===== config.mk =====
export PLATFORM = sky130hd
export DESIGN_NAME = demosaic_mhc_pipe
export DESIGN_NICKNAME = d
export VERILOG_FILES = /design/src/rtl/demosaic_pkg.sv /design/src/rtl/demosaic_round_sat.sv /design/src/rtl/demosaic_mhc_pipe.sv
export SDC_FILE = /design/constraint.sdc
export NUM_CORES = 1
export LEC_CHECK = 0
export CAP_MARGIN = 20
export CORE_MARGIN = 10
export CORE_UTILIZATION = 45
export CTS_CLUSTER_DIAMETER = 30
export DETAILED_ROUTE_END_ITERATION = 12
export GPL_ROUTABILITY_DRIVEN = 0
export PLACE_DENSITY = 0.7
export SYNTH_ARGS = -nofsm -noshare
export SYNTH_HDL_FRONTEND = slang
export SYNTH_SLANG_ARGS = --single-unit

===== constraint.sdc =====
create_clock -name clk -period 5.8 [get_ports clk]
set_input_delay 1.45 -clock clk [delete_from_list [all_inputs] [get_ports clk]]
set_output_delay 1.45 -clock clk [all_outputs]
set_load 0.05 [all_outputs]

===== src/rtl/demosaic_pkg.sv =====
`default_nettype none
// ============================================================================
// Module   : demosaic_pkg
// Purpose  : Shared types and constants for the Malvar-He-Cutler demosaic core.
// Revision : 1.0 - initial release
// ============================================================================
package demosaic_pkg;

  typedef enum logic [1:0] {
    SITE_R  = 2'd0,
    SITE_GR = 2'd1,
    SITE_GB = 2'd2,
    SITE_B  = 2'd3
  } site_e;

  localparam int c_BAYER_RGGB = 0;
  localparam int c_BAYER_GRBG = 1;
  localparam int c_BAYER_GBRG = 2;
  localparam int c_BAYER_BGGR = 3;

  // Kernels are evaluated at x16 scale.
  localparam int c_KERN_SHIFT = 4;
  localparam int c_KERN_RND   = 8;

  function automatic int ACC_W(input int data_w);
    return data_w + 7;
  endfunction

endpackage
`default_nettype wire


===== src/rtl/demosaic_round_sat.sv =====
`default_nettype none
// ============================================================================
// Module   : demosaic_round_sat
// Purpose  : Round-half-up a x16 signed kernel sum and clamp it to pixel range.
// Revision : 1.0 - initial release
// ============================================================================
module demosaic_round_sat
  import demosaic_pkg::*;
#(
  parameter int DATA_W = 10
) (
  input  logic signed [ACC_W(DATA_W)-1:0] i_acc,
  output logic        [DATA_W-1:0]        o_pix
);

  localparam int c_AW = ACC_W(DATA_W);
  localparam logic signed [c_AW-1:0] c_RND = c_AW'(c_KERN_RND);

  logic signed [c_AW-1:0] w_sum;
  logic signed [c_AW-1:0] w_shr;

  assign w_sum = i_acc + c_RND;
  assign w_shr = w_sum >>> c_KERN_SHIFT;

  always_comb begin
    o_pix = w_shr[DATA_W-1:0];
    if (w_shr[c_AW-1]) begin
      o_pix = '0;
    end else if (|w_shr[c_AW-2:DATA_W]) begin
      o_pix = '1;
    end
  end

endmodule
`default_nettype wire


===== src/rtl/demosaic_mhc_pipe.sv =====
`default_nettype none
// ============================================================================
// Module   : demosaic_mhc_pipe
// Purpose  : Three-stage MHC demosaic: group sums, four kernels, round/select.
// Revision : 1.0 - initial release
// ============================================================================
module demosaic_mhc_pipe
  import demosaic_pkg::*;
#(
  parameter int DATA_W = 10,
  parameter int BAYER  = 0
) (
  input  logic                  clk,
  input  logic                  rst_n,
  input  logic                  in_valid,
  output logic                  in_ready,
  input  logic [25*DATA_W-1:0]  in_win,
  input  logic                  in_row_odd,
  input  logic                  in_col_odd,
  output logic                  out_valid,
  input  logic                  out_ready,
  output logic [DATA_W-1:0]     out_r,
  output logic [DATA_W-1:0]     out_g,
  output logic [DATA_W-1:0]     out_b
);

  localparam int c_AW = ACC_W(DATA_W);
  localparam int c_SW = DATA_W + 2;
  localparam logic [1:0] c_PHASE = (BAYER == c_BAYER_GRBG) ? 2'b01 :
                                   (BAYER == c_BAYER_GBRG) ? 2'b10 :
                                   (BAYER == c_BAYER_BGGR) ? 2'b11 : 2'b00;

  logic [DATA_W-1:0] w_d [1:5][1:5];

  for (genvar i = 1; i <= 5; i++) begin : g_row
    for (genvar j = 1; j <= 5; j++) begin : g_col
      assign w_d[i][j] = in_win[((i-1)*5+(j-1))*DATA_W +: DATA_W];
    end
  end

  // The outer ring corners and off-axis edge pixels carry no MHC weight.
  logic w_unused_px;
  assign w_unused_px = ^{w_d[1][1], w_d[1][2], w_d[1][4], w_d[1][5],
                         w_d[2][1], w_d[2][5], w_d[4][1], w_d[4][5],
                         w_d[5][1], w_d[5][2], w_d[5][4], w_d[5][5]};

  function automatic logic [c_SW-1:0] zx(input logic [DATA_W-1:0] v);
    return {2'b00, v};
  endfunction

  function automatic logic signed [c_AW-1:0] sx(input logic [c_SW-1:0] v);
    return $signed({{(c_AW-c_SW){1'b0}}, v});
  endfunction

  logic              w_en;
  site_e             w_site;
  logic              r1_v, r2_v, r3_v;
  site_e             r1_site, r2_site;
  logic [DATA_W-1:0] r1_c, r2_c;
  logic [c_SW-1:0]   r1_ns1, r1_we1, r1_ns2, r1_we2, r1_x;
  logic signed [c_AW-1:0] r2_kg, r2_kh, r2_kv, r2_kd;
  logic [DATA_W-1:0] r3_r, r3_g, r3_b;

  assign w_en      = !r3_v || out_ready;
  assign in_ready  = w_en;
  assign out_valid = r3_v;
  assign out_r     = r3_r;
  assign out_g     = r3_g;
  assign out_b     = r3_b;

  assign w_site = site_e'({in_row_odd ^ c_PHASE[1], in_col_odd ^ c_PHASE[0]});

  logic signed [c_AW-1:0] w_c, w_ns1, w_we1, w_ns2, w_we2, w_x;
  logic signed [c_AW-1:0] w_kg, w_kh, w_kv, w_kd;

  assign w_c   = $signed({{(c_AW-DATA_W){1'b0}}, r1_c});
  assign w_ns1 = sx(r1_ns1);
  assign w_we1 = sx(r1_we1);
  assign w_ns2 = sx(r1_ns2);
  assign w_we2 = sx(r1_we2);
  assign w_x   = sx(r1_x);

  assign w_kg = (w_c <<< 3) + ((w_ns1 + w_we1) <<< 2) - ((w_ns2 + w_we2) <<< 1);
  assign w_kh = (w_c <<< 3) + (w_c <<< 1) + (w_we1 <<< 3) - (w_we2 <<< 1)
              - (w_x <<< 1) + w_ns2;
  assign w_kv = (w_c <<< 3) + (w_c <<< 1) + (w_ns1 <<< 3) - (w_ns2 <<< 1)
              - (w_x <<< 1) + w_we2;
  assign w_kd = (w_c <<< 3) + (w_c <<< 2) + (w_x <<< 2)
              - ((w_ns2 + w_we2) <<< 1) - (w_ns2 + w_we2);

  logic [DATA_W-1:0] w_pg, w_ph, w_pv, w_pd;

  demosaic_round_sat #(.DATA_W(DATA_W)) u_rs_kg (.i_acc(r2_kg), .o_pix(w_pg));
  demosaic_round_sat #(.DATA_W(DATA_W)) u_rs_kh (.i_acc(r2_kh), .o_pix(w_ph));
  demosaic_round_sat #(.DATA_W(DATA_W)) u_rs_kv (.i_acc(r2_kv), .o_pix(w_pv));
  demosaic_round_sat #(.DATA_W(DATA_W)) u_rs_kd (.i_acc(r2_kd), .o_pix(w_pd));

  logic [DATA_W-1:0] w_sel_r, w_sel_g, w_sel_b;

  always_comb begin
    w_sel_r = r2_c;
    w_sel_g = r2_c;
    w_sel_b = r2_c;
    case (r2_site)
      SITE_R:  begin w_sel_g = w_pg; w_sel_b = w_pd; end
      SITE_GR: begin w_sel_r = w_ph; w_sel_b = w_pv; end
      SITE_GB: begin w_sel_r = w_pv; w_sel_b = w_ph; end
      SITE_B:  begin w_sel_r = w_pd; w_sel_g = w_pg; end
      default: ;
    endcase
  end

  // All stages share one enable, so a stalled output freezes the whole pipe.
  always_ff @(posedge clk or negedge rst_n) begin
    if (!rst_n) begin
      r1_v    <= 1'b0;
      r2_v    <= 1'b0;
      r3_v    <= 1'b0;
      r1_site <= SITE_R;
      r2_site <= SITE_R;
      r1_c    <= '0;
      r2_c    <= '0;
      r1_ns1  <= '0;
      r1_we1  <= '0;
      r1_ns2  <= '0;
      r1_we2  <= '0;
      r1_x    <= '0;
      r2_kg   <= '0;
      r2_kh   <= '0;
      r2_kv   <= '0;
      r2_kd   <= '0;
      r3_r    <= '0;
      r3_g    <= '0;
      r3_b    <= '0;
    end else if (w_en) begin
      r1_v    <= in_valid;
      r1_site <= w_site;
      r1_c    <= w_d[3][3];
      r1_ns1  <= zx(w_d[2][3]) + zx(w_d[4][3]);
      r1_we1  <= zx(w_d[3][2]) + zx(w_d[3][4]);
      r1_ns2  <= zx(w_d[1][3]) + zx(w_d[5][3]);
      r1_we2  <= zx(w_d[3][1]) + zx(w_d[3][5]);
      r1_x    <= zx(w_d[2][2]) + zx(w_d[2][4]) + zx(w_d[4][2]) + zx(w_d[4][4]);
      r2_v    <= r1_v;
      r2_site <= r1_site;
      r2_c    <= r1_c;
      r2_kg   <= w_kg;
      r2_kh   <= w_kh;
      r2_kv   <= w_kv;
      r2_kd   <= w_kd;
      r3_v    <= r2_v;
      r3_r    <= w_sel_r;
      r3_g    <= w_sel_g;
      r3_b    <= w_sel_b;
    end
  end

endmodule
`default_nettype wire


==> qor.txt <==
PLACED DESIGN
-------------------------------------------------------------------------
Worst setup timing slack at the placement stage                  0.940 ns
Placed wire-length estimate                                      37400 um
Buffers added on ports                                                167

CLOCK NETWORK
-------------------------------------------------------------------------
Clock insertion delay at the later pin of the skew report         0.45 ns
Buffers from clock root to sink, at most                                2
Count of instances resized after the clock tree is built                0
CTS tree                                                             done
Total CTS buffers                                                      17
Buffer count from post-CTS setup fixing                                 0
Hold-fix buffers, CTS                                                   0
Clock slew at reported path FFs                                   0.08 ns
Clock Root Buffer                                               clkbuf_16
Number of sinks on the clock net                                      169
Maximum level of the CTS H-tree                                         4

GLOBAL ROUTE
-------------------------------------------------------------------------
Pin count of the biggest net entering global routing                   94
Via count of the first global-routing pass                          14264
Global-route wire length before repair                           74000 um
Global-route usage over all layers                                  0.205
Grt total ovfl                                                          0
Antenna violations before repair                                        0

SYNTH
-------------------------------------------------------------------------
Most frequent cells after synthesis                          238 x nand2_1, 180 x ha_1, 169 x dfrtp_1
Share of flip-flops with an asynchronous set or reset                1.00
Sequential cell area fraction in the yosys report                   0.254
Predominant post-synthesis flop cell                              dfrtp_1
Cell area after synthesis                                     16700 sq um
Synth Area per Inst                                            8.82 sq um
Count of warnings emitted by yosys                                      0
Nets in the synthesized netlist                                      2434
Library cell with the largest summed area after synthesis         dfrtp_1
Leading post-synthesis cells by cell area                    dfrtp_1 25%, ha_1 14%, fa_1 13%
Cell count after synthesis                                           1888
Number of enable flip-flop cells after synthesis                        0
Seq cells post-synth                                                  169
Distinct cell type count after synthesis                               79
Area fraction of the dominant cell type after synthesis             0.254
Dominant cell by count in the synthesized netlist                 nand2_1

DRT
-------------------------------------------------------------------------
Vias per std cell                                                    5.60
Drt initial violations                                                920
Final routed wire length divided by cell count                    18.2 um
Number of antenna-violating nets in the routed design                   0
Detailed-router iteration count before antenna repair                   6
Number of DRC violations after detailed routing                         0
Via count                                                           14049
Wirelength, routed                                               45600 um

FLOORPLAN
-------------------------------------------------------------------------
Starting utilization of the core area                               0.456
Placeable core region                                         36500 sq um
Die W                                                              212 um
DIE AREA                                                      45100 sq um
IO Count                                                              288
Floorplan row count                                                    70
Overall die height                                                 212 um

JOB
-------------------------------------------------------------------------
Max-cap violations                                                      0

STA
-------------------------------------------------------------------------
Fmax                                                            0.205 GHz
Clock period minus worst slack                                    4.87 ns
Final total negative setup slack                                     0 ns
Final Skew                                                      0.0161 ns
Setup-failing EPs final                                                 0
Setup slack of the critical path after layout                    0.932 ns
Setup repair after global routing missed its margin                 false
Pins over their slew limit                                              0
Tightest Pin Transition                                          0.882 ns
Number of hold-slack violations in the final timing report              0
Relative slew slack                                                 0.395
Period utilisation layout                                           0.839

CRITICAL PATH
-------------------------------------------------------------------------
Path type of the worst setup path                            flip-flop to flip-flop
Required time at the worst-slack endpoint                         6.18 ns
Highest net fanout along the worst path                                 4
Type of element capturing the critical path                     flip-flop
Critical path launch point type                                 flip-flop
Data arrival time at the worst-slack endpoint                     5.25 ns

OUTCOME
-------------------------------------------------------------------------
Result of the run                                               completed

LAYOUT
-------------------------------------------------------------------------
Layout area overhead                                                16.4%
Net count reported at finish                                         2575
Share of cells above drive strength 1                              0.0338
Antenna fix cells                                                       0

WORST HOLD PATH
-------------------------------------------------------------------------
Hold WC Path Type                                            flip-flop to flip-flop

[registers in the layout, indices dropped and copies added, names as in the netlist, 11 cells and up]
register / flops
r1_ns1: 11
r1_ns2: 11
r1_we1: 11
r1_we2: 11
r1_x: 12
r2_kd: 14
r2_kg: 14
r2_kh: 14
r2_kv: 14
[layout by cell type, fill, tap and decap left out, types with 82 or more instances in the layout]
| master | n |
|---|---|
| nand2_1 | 238 |
| ha_1 | 180 |
| dfrtp_1 | 169 |
| clkdlybuf4s50_1 | 166 |
| inv_1 | 160 |
| nor2_1 | 141 |
| a21oi_1 | 130 |
| o21ai_0 | 111 |
| fa_1 | 110 |
| xnor2_1 | 82 |
[area by class of cell]
class | instances | area [sq um]
flip-flops and latches | 169 | 4230
repair buffers | 176 | 1740
well taps | 468 | 586
clock buffers | 17 | 425
multi-input cells | 1504 | 11600
fillers | 3327 | 17100
inverters | 161 | 609
clock inverters | 15 | 170
[cell families (layout without fill, tap and decap cells)]
kind of cell / after synthesis / count (layout) / synth area share
flops: 169 / 169 / 0.254
buf+inv: 215 / 369 / 0.0486
fa+ha+maj: 290 / 290 / 0.268
mux: 9 / 9 / 0.00564
simple gates: 620 / 620 / 0.179
compound gates: 450 / 450 / 0.174
xor+xnor: 135 / 135 / 0.0710
[per-layer routing]
metal / global-route usage / vias up / wire [um]
li1: - / 6847 / -
met1: 0.264 / 6716 / 20300
met2: 0.338 / 399 / 21400
met3: 0.0284 / 87 / 2210
met4: 0.0854 / 0 / 1720
met5: 0 / - / 0
[worst paths after layout]
kind / from / endpoint / slack, ns / depth (start not counted)
hold reg to reg: r2_v / r2_v / 0.46 / 2
min in group asynchronous: rst_n / r2_kh[7] / 1.02 / 1
setup reg to reg: r1_ns2[0] / r2_kd[16] / 0.93 / 19
setup / recovery: r1_ns2[0] / r2_kd[16] / 0.93 / 19
max in group asynchronous: rst_n / r1_x[9] / 3.63 / 2
hold / removal: r2_v / r2_v / 0.46 / 2
[worst max-delay path, cell delays in order (launching register included)]
cell       delay, ns
dfrtp_1         0.43
ha_1            0.23
inv_1           0.07
fa_1            0.20
nor2b_1         0.06
o21ai_0         0.20
a21boi_0        0.14
o21ai_0         0.27
nand2_1         0.12
xnor2_1         0.36
inv_1           0.17
fa_1            0.55
inv_1           0.04
ha_1            0.34
a2111oi_0       0.59
a21oi_1         0.17
nor2_1          0.18
o21ai_0         0.17
or3_1           0.41
nand2_1         0.08
[stage by stage]
stage	std cells	hold WS [ns]	cell area, sq um	utilization
after global routing	2510	0.489	19400	0.531
after detailed placement	2478	0.448	18800	0.514
after global placement	2478	0.444	18800	0.514
after CTS	2510	0.466	19400	0.531
after floorplan	1888	0.430	16700	-
final	2510	0.461	19400	0.531
Power is not shown: default switching activity piles up to over one toggle a cycle in this logic, so the estimate is an artifact.
